==> src/rtl/pipeline_hazard_controller.sv <==
// Stall/flush sequencer for the 5-stage pipeline: EX->ID ALU and load-use bubbles, branch squash, data-memory freeze.
// Optional performance counters are enabled by defining HAZARD_PERF_CNT_EN.
module pipeline_hazard_controller #(
    parameter int DATA_WIDTH        = 32,
    parameter int LOAD_STALL_CYCLES = 2,
    parameter int ALU_STALL_CYCLES  = 1
) (
    input  logic       clk,
    input  logic       rst,
    input  logic [4:0] rs1ID,
    input  logic [4:0] rs2ID,
    input  logic       useRs1ID,
    input  logic       useRs2ID,
    input  logic [4:0] rdEX,
    input  logic       regWriteEX,
    input  logic       memReadEX,
    input  logic       branchTakenEX,
    input  logic       memReqMEM,
    input  logic       memReadyMEM,
    output logic       pcWrite,
    output logic       ifIdWrite,
    output logic       idExWrite,
    output logic       exMemWrite,
    output logic       ifIdFlush,
    output logic       idExFlush,
    output logic       memWbBubble,
    output logic       stalled
`ifdef HAZARD_PERF_CNT_EN
    ,
    output logic [DATA_WIDTH-1:0] loadStallCnt,
    output logic [DATA_WIDTH-1:0] memFreezeCnt,
    output logic [DATA_WIDTH-1:0] flushCnt
`endif
);

    typedef enum logic {
        RUN   = 1'b0,
        STALL = 1'b1
    } state_t;

    localparam logic [1:0] LOAD_N = 2'(LOAD_STALL_CYCLES);
    localparam logic [1:0] ALU_N  = 2'(ALU_STALL_CYCLES);

    state_t     state_q, state_d;
    logic [1:0] cnt_q, cnt_d;

    logic       mem_freeze;
    logic       rs1_hit, rs2_hit, match;
    logic       load_haz, alu_haz;
    logic [1:0] haz_n;
    logic       do_stall;

`ifdef HAZARD_PERF_CNT_EN
    logic                  load_stall_q, load_stall_d;
    logic                  load_bubble;
    logic [DATA_WIDTH-1:0] load_cnt_q, load_cnt_d;
    logic [DATA_WIDTH-1:0] freeze_cnt_q, freeze_cnt_d;
    logic [DATA_WIDTH-1:0] flush_cnt_q, flush_cnt_d;
`endif

    // Dependency check between the ID consumer and the EX producer; x0 never counts.
    always_comb begin
        mem_freeze = memReqMEM & ~memReadyMEM;
        rs1_hit    = useRs1ID & (rs1ID == rdEX);
        rs2_hit    = useRs2ID & (rs2ID == rdEX);
        match      = (rdEX != 5'd0) & regWriteEX & (rs1_hit | rs2_hit);
        load_haz   = match & memReadEX;
        alu_haz    = match & ~memReadEX;
        if (load_haz) begin
            haz_n = LOAD_N;
        end else if (alu_haz) begin
            haz_n = ALU_N;
        end else begin
            haz_n = 2'd0;
        end
    end

    always_comb begin
        state_d     = state_q;
        cnt_d       = cnt_q;
        do_stall    = 1'b0;
        pcWrite     = 1'b1;
        ifIdWrite   = 1'b1;
        idExWrite   = 1'b1;
        exMemWrite  = 1'b1;
        ifIdFlush   = 1'b0;
        idExFlush   = 1'b0;
        memWbBubble = 1'b0;
        stalled     = 1'b0;
`ifdef HAZARD_PERF_CNT_EN
        load_stall_d = load_stall_q;
        load_bubble  = 1'b0;
`endif

        if (mem_freeze) begin
            // Whole pipe holds; only MEM/WB gets a bubble so WB never retires stale data twice.
            pcWrite     = 1'b0;
            ifIdWrite   = 1'b0;
            idExWrite   = 1'b0;
            exMemWrite  = 1'b0;
            memWbBubble = 1'b1;
            stalled     = 1'b1;
        end else if (branchTakenEX) begin
            ifIdFlush = 1'b1;
            idExFlush = 1'b1;
            state_d   = RUN;
            cnt_d     = 2'd0;
        end else if (state_q == STALL) begin
            do_stall = 1'b1;
`ifdef HAZARD_PERF_CNT_EN
            load_bubble = load_stall_q;
`endif
            if (cnt_q <= 2'd1) begin
                state_d = RUN;
                cnt_d   = 2'd0;
            end else begin
                cnt_d = cnt_q - 2'd1;
            end
        end else if (haz_n != 2'd0) begin
            // This cycle is already bubble #1; STALL only covers the remaining N-1.
            do_stall = 1'b1;
`ifdef HAZARD_PERF_CNT_EN
            load_bubble = load_haz;
`endif
            if (haz_n >= 2'd2) begin
                state_d = STALL;
                cnt_d   = haz_n - 2'd1;
`ifdef HAZARD_PERF_CNT_EN
                load_stall_d = load_haz;
`endif
            end
        end

        if (do_stall) begin
            pcWrite   = 1'b0;
            ifIdWrite = 1'b0;
            idExFlush = 1'b1;
            stalled   = 1'b1;
        end

        if (rst) begin
            pcWrite     = 1'b0;
            ifIdWrite   = 1'b0;
            idExWrite   = 1'b0;
            exMemWrite  = 1'b0;
            ifIdFlush   = 1'b1;
            idExFlush   = 1'b1;
            memWbBubble = 1'b1;
            stalled     = 1'b0;
        end
    end

    always_ff @(posedge clk or posedge rst) begin
        if (rst) begin
            state_q <= RUN;
            cnt_q   <= 2'd0;
        end else begin
            state_q <= state_d;
            cnt_q   <= cnt_d;
        end
    end

`ifdef HAZARD_PERF_CNT_EN
    always_comb begin
        load_cnt_d   = load_cnt_q + DATA_WIDTH'(load_bubble);
        freeze_cnt_d = freeze_cnt_q + DATA_WIDTH'(mem_freeze);
        flush_cnt_d  = flush_cnt_q + DATA_WIDTH'(branchTakenEX & ~mem_freeze);
    end

    always_ff @(posedge clk or posedge rst) begin
        if (rst) begin
            load_stall_q <= 1'b0;
            load_cnt_q   <= '0;
            freeze_cnt_q <= '0;
            flush_cnt_q  <= '0;
        end else begin
            load_stall_q <= load_stall_d;
            load_cnt_q   <= load_cnt_d;
            freeze_cnt_q <= freeze_cnt_d;
            flush_cnt_q  <= flush_cnt_d;
        end
    end

    assign loadStallCnt = load_cnt_q;
    assign memFreezeCnt = freeze_cnt_q;
    assign flushCnt     = flush_cnt_q;
`else
    // DATA_WIDTH only sizes the counters; fold it into a sink so the default build stays clean.
    logic unused_params;
    assign unused_params = |DATA_WIDTH;
`endif

endmodule
==> config.mk <==
export PLATFORM = sky130hd
export DESIGN_NAME = pipeline_hazard_controller
export DESIGN_NICKNAME = d
export VERILOG_FILES = /design/src/rtl/pipeline_hazard_controller.sv
export SDC_FILE = /design/constraint.sdc
export NUM_CORES = 1
export LEC_CHECK = 0
export CAP_MARGIN = 20
export CORE_AREA = 3 3 40 42
export DETAILED_ROUTE_END_ITERATION = 6
export DIE_AREA = 0 0 43 45
export GPL_TIMING_DRIVEN = 0
export PLACE_DENSITY = 0.76
export SLEW_MARGIN = 0
export SYNTH_ARGS = -nofsm -noshare
export SYNTH_HDL_FRONTEND = slang
export SYNTH_SLANG_ARGS = --single-unit
==> constraint.sdc <==
create_clock -name clk -period 8.22 [get_ports clk]
set_input_delay 2.055 -clock clk [delete_from_list [all_inputs] [get_ports clk]]
set_output_delay 2.055 -clock clk [all_outputs]
set_load 0.03 [all_outputs]
Word level (Yosys, flattened, before mapping)
Index checks and enable logic that the tools add are counted.
- flip-flop bits (word level): 3
- output and inout port bits: 8
- add/sub/neg operators: 2
- $lt $le $gt $ge: 2
- eq/ne operators: 2
- muxes and demuxes: 29
- bitwise logic cells: 11
- reduce and logical (&&, ||, !) cells: 5
- operator list (operator ; number):
    $mux 1 ; 23
    $mux 2 ; 6
    $eq 5x5->1 ; 2
    $and 1x1->1 ; 7
    $reduce_bool 3->1 ; 2
    $reduce_bool 5->1 ; 1
    $sub 2x1->2 const B ; 2
    $not 1->1 ; 3
    $reduce_and 3->1 ; 1
    $ge 2x2->1 const B ; 1
    $le 2x1->1 const B ; 1
    $reduce_bool 2->1 ; 1
    $or 1x1->1 ; 1

Depth between registers and ports, before layout
- depth after elaboration: 14
- gate-level depth with buffers: 9

Worst setup path before layout
No wires, ideal clock.
- path kind: input -> output
- start point: in rdEX[3]
- end point: out pcWrite
- arrival: 4.000 ns
- slack: 2.165 ns
- cell stages on the path: 8
- path through: or4_2 -> o21ai_2 -> nor2_1 -> nand2_1 -> ha_1 -> a21oi_1 -> nor2_1 -> buf_4
- cells in the longest elaborated chain, start to end: 14
- ends and longest elaborated chain (element ; RTL line ; source):
    start: declaration ; 14 ; input logic [4:0] rdEX,
    $eq 5x5->1 (on tied branches) ; 64, 65 ;
    $and 1x1->1 (on tied branches) ; 64, 65 ;
    $or 1x1->1 ; 66 ; match = (rdEX != 5'd0) & regWriteEX & (rs1_hit | rs2_hit);
    $and 1x1->1 (*) ; 66 ;
    $and 1x1->1 ; 68 ; alu_haz = match & ~memReadEX;
    $mux 1 ; 71 ; end else if (alu_haz) begin
    $mux 2 (*) ; 69 ; if (load_haz) begin
    $reduce_bool 2->1 (*) ; 119 ; end else if (haz_n != 2'd0) begin
    $mux 1 (*) ; 119 ;
    $mux 1 (*) ; 108 ; end else if (state_q == STALL) begin
    $mux 1 (*) ; 103 ; end else if (branchTakenEX) begin
    $mux 1 (*) ; 95 ; if (mem_freeze) begin
    $mux 1 (*) (2 in a row) ; -- ;
    end: declaration ; 20 ; output logic pcWrite,
Every way passes the cells marked *; elsewhere a longest branch is shown, timed or not.

Final worst setup path
- start point: in rdEX[2]
- end point: out stalled
- cells in the longest elaborated chain, start to end: 14
- ends and longest elaborated chain (element ; RTL line ; source):
    $eq 5x5->1 (on tied branches) ; 64, 65 ;
    $and 1x1->1 (on tied branches) ; 64, 65 ;
    $or 1x1->1 ; 66 ;
    $and 1x1->1 (*) ; 66 ;
    $and 1x1->1 ; 68 ;
    $mux 1 ; 71 ;
    $mux 2 (*) ; 69 ;
    $reduce_bool 2->1 (*) ; 119 ;
    $mux 1 (*) ; 119 ;
    $mux 1 (*) ; 108 ;
    $mux 1 (*) ; 103 ;
    $mux 1 (*) ; 95 ;
    $mux 1 (*) ; 134 ; if (do_stall) begin
    $mux 1 (*) ; 141 ; if (rst) begin
    end: declaration ; 27 ; output logic stalled
Marked as above.

==> results.yml <==
synth:
  synth.distinct_cells: 25
  synth_common_cells: "nor2_1, xor2_1, nand2_1, inv_1, dfrtp_1"
  synthSimpleGateAreaFrac: 0.342
  ys_seq_area_frac: 0.179
  synth_compound_area_frac: 0.146
  synth-async-reset-ratio: 1.00
  synth_top_area_frac: 0.179
  synth-seq-cells: 3
  synth.mux.area_fraction: 0.0238
  synthXorXnorAreaFrac: 0.208
  syn_avg_cell_area_um2: 7.51
  syn-num-nets: 81
  synth-edff-count: 0
  synthTopCellsByArea: "dfrtp_1, xor2_1, nor2_1"
  syn-cell-area_um2: 420
  synth_fa_ha_area_frac: 0.0298
  synth_warnings: 0
  yosysTopAreaCell: "dfrtp_1"
  synth_flop_cell: "dfrtp_1"
  netlist_instances: 56
  synth_top_family_by_area: "simple AND/OR/NAND/NOR gates"
global_route:
  grtUsageTotal: 0.118
  grt_pass1_wl_mm: 1.81
  grt_antenna_before_repair: 0
  grt_pass1_vias: 482
  overflow: 0
  grt_max_degree: 7
cts:
  clk_latency_ns: 0.23
  cts_buffers: 3
  clock_path_buffers: 2
  cts_sinks: 3
  path_clk_slew_ns: 0.04
  post_cts.repair.setup_buffers: 0
  htreeDepth: 1
  cts.hold.buffers_added: 0
  tritoncts: "done"
  cts_root_buf: "clkbuf_4"
  ctsResizeCount: 0
worst_setup_path:
  cp-end-kind: "output port"
  cp.required_ns: 6.17
  worstPathArrival_ns: 5.02
  cpMaxStageDelayCell: "clkdlybuf4s50_1"
  crit_fanout: 6
  reg2reg_slack_ns: 6.89
  crit_chain: "clkdlybuf4s50_1 -> xor2_1 -> nor4_1 -> a32oi_1 -> or3_2 -> ha_1 -> a21oi_1 -> nor2_1 -> nor2_1 -> clkdlybuf4s50_1"
  crit_path_start_kind: "input port"
  cpPeakStageDelay_ns: 0.67
  crit_type: "input port to output port"
finish:
  finalNetCount: 117
  regArea_um2: 75.1
  layout-drive-gt1-share: 0.0989
  final_cell_area_um2: 776
  multi_input_area_um2: 315
  antenna_cells: 0
  area_delta_synth_final_pct: 84.5
  fillers: 127
routing:
  drt-initial-drc-count: 3
  ant_nets: 0
  first_pass_iters: 4
  routedWlPerCell_um: 9.94
  drc_errors: 0
  vias: 528
  wl_mm: 1.05
  viasPerCell: 4.98
sta:
  finalHoldViolations: 0
  hold_slack_ns: 0.514
  timing.final.ws_setup_ns: 1.14
  setup_violations: 0
  finalCritPeriodShare: 0.861
  fin_skew_ns: 0.00470
  worst_pin_slew_ns: 0.433
  relSlewSlack: 0.711
  grt_setup_unrepaired: "no"
  slew_viol_final: 0
  max_freq_mhz: 141
  tns_ns: 0
  layout_min_cycle_time_ns: 7.08
floorplanning:
  core_area_mm2: 0.00128
  io_pins: 32
  die_y_um: 45
  die-area_mm2: 0.00194
  row_count: 13
  start_util: 0.327
  die_w_um: 43
run:
  cap_violations: 0
placement:
  hpwl_um: 936
  dp_slack_ns: 1.12
  io_buffers: 31
  placed_area_um2: 749
  finalWeightedCongestion: 0.814
power_and_ir_drop:
  p_leak_nw: 0.330
  pwr_density_cell_mw_per_mm2: 97.4
  irDropWorstVdd_uv: 58.4
  power_mw: 0.0756
run_status:
  status: "complete, no violations"
min_path:
  hp-class: "flip-flop to flip-flop"
power breakdown:
group / switching, mW / internal (mW) / total (mW)
combinational: 0.0151 / 0.0194 / 0.0345
clock: 0.00697 / 0.0181 / 0.0251
sequential: 0.000356 / 0.0156 / 0.0159
path summary, 6_finish.rpt:
kind,startpoint,cells after the start,end
max in group asynchronous,rst,2,cnt_q[1]
worst min-delay path,cnt_q[0],2,cnt_q[1]
worst max register to register,state_q,3,cnt_q[1]
worst min register to register,cnt_q[0],2,cnt_q[1]
min in group asynchronous,rst,2,state_q
worst max-delay path,rdEX[2],10,stalled
logic make-up after synthesis:
group / count (synthesis)
and+or+nand+nor: 27
xor gates and xnor gates: 10
AOI/OAI and AO/OA: 8
buffers and inverters: 6
DFF: 3
muxes: 1
adders and majority gates: 1
layout make-up:
class / instances / share of cell area
multi-input combinational: 47 / 0.406
sequential: 3 / 0.0968
buffer: 2 / 0.0194
inverter: 4 / 0.0194
timing repair buffer: 31 / 0.400
tap: 15 / 0.0242
clock buffer: 4 / 0.0339
cell usage in the layout (no fill, tap or decap), drive strengths merged:
cell,count
clkdlybuf4s50,31
xor2,8
nor2,8
nand2,7
inv,4
clkbuf,4
dfrtp,3
nor4,2
xnor2,2
nor2b,2
a21oi,2
nand3,2
buf,2
or4b,2
and2,1
a32oi,1
or4,1
o21ai,1
nand2b,1
a41o,1
o41ai,1
o22ai,1
mux2i,1
or3,1
o221ai,1
ha,1
state kept, by name, indices dropped and copies added (netlist names):
signal,flops
state_q,1
cnt_q,2
per-stage QoR:
step           utilization  std cells
2_1_floorplan            -         56
3_3_place_gp         0.583        102
3_5_place_dp         0.583        102
4_1_cts              0.604        106
5_1_grt              0.604        106
6_report             0.604        106
metal layers:
| metal | routed length, um | vias up | global-route usage |
|---|---|---|---|
| li1 | - | 268 | - |
| met5 | 0 | - | 0 |
| met2 | 508 | 40 | 0.234 |
| met1 | 395 | 220 | 0.123 |
| met3 | 149 | 0 | 0.0279 |
| met4 | 0 | 0 | 0.0361 |
critical path, delay by kind of cell:
kind | cells | cell delay [ns]
buf+inv | 2 | 1.15
simple gates | 4 | 0.93
compound gates | 2 | 0.44
fa+ha+maj | 1 | 0.24
xor+xnor | 1 | 0.19
No activity file was read; power rests on OpenSTA's default activity.
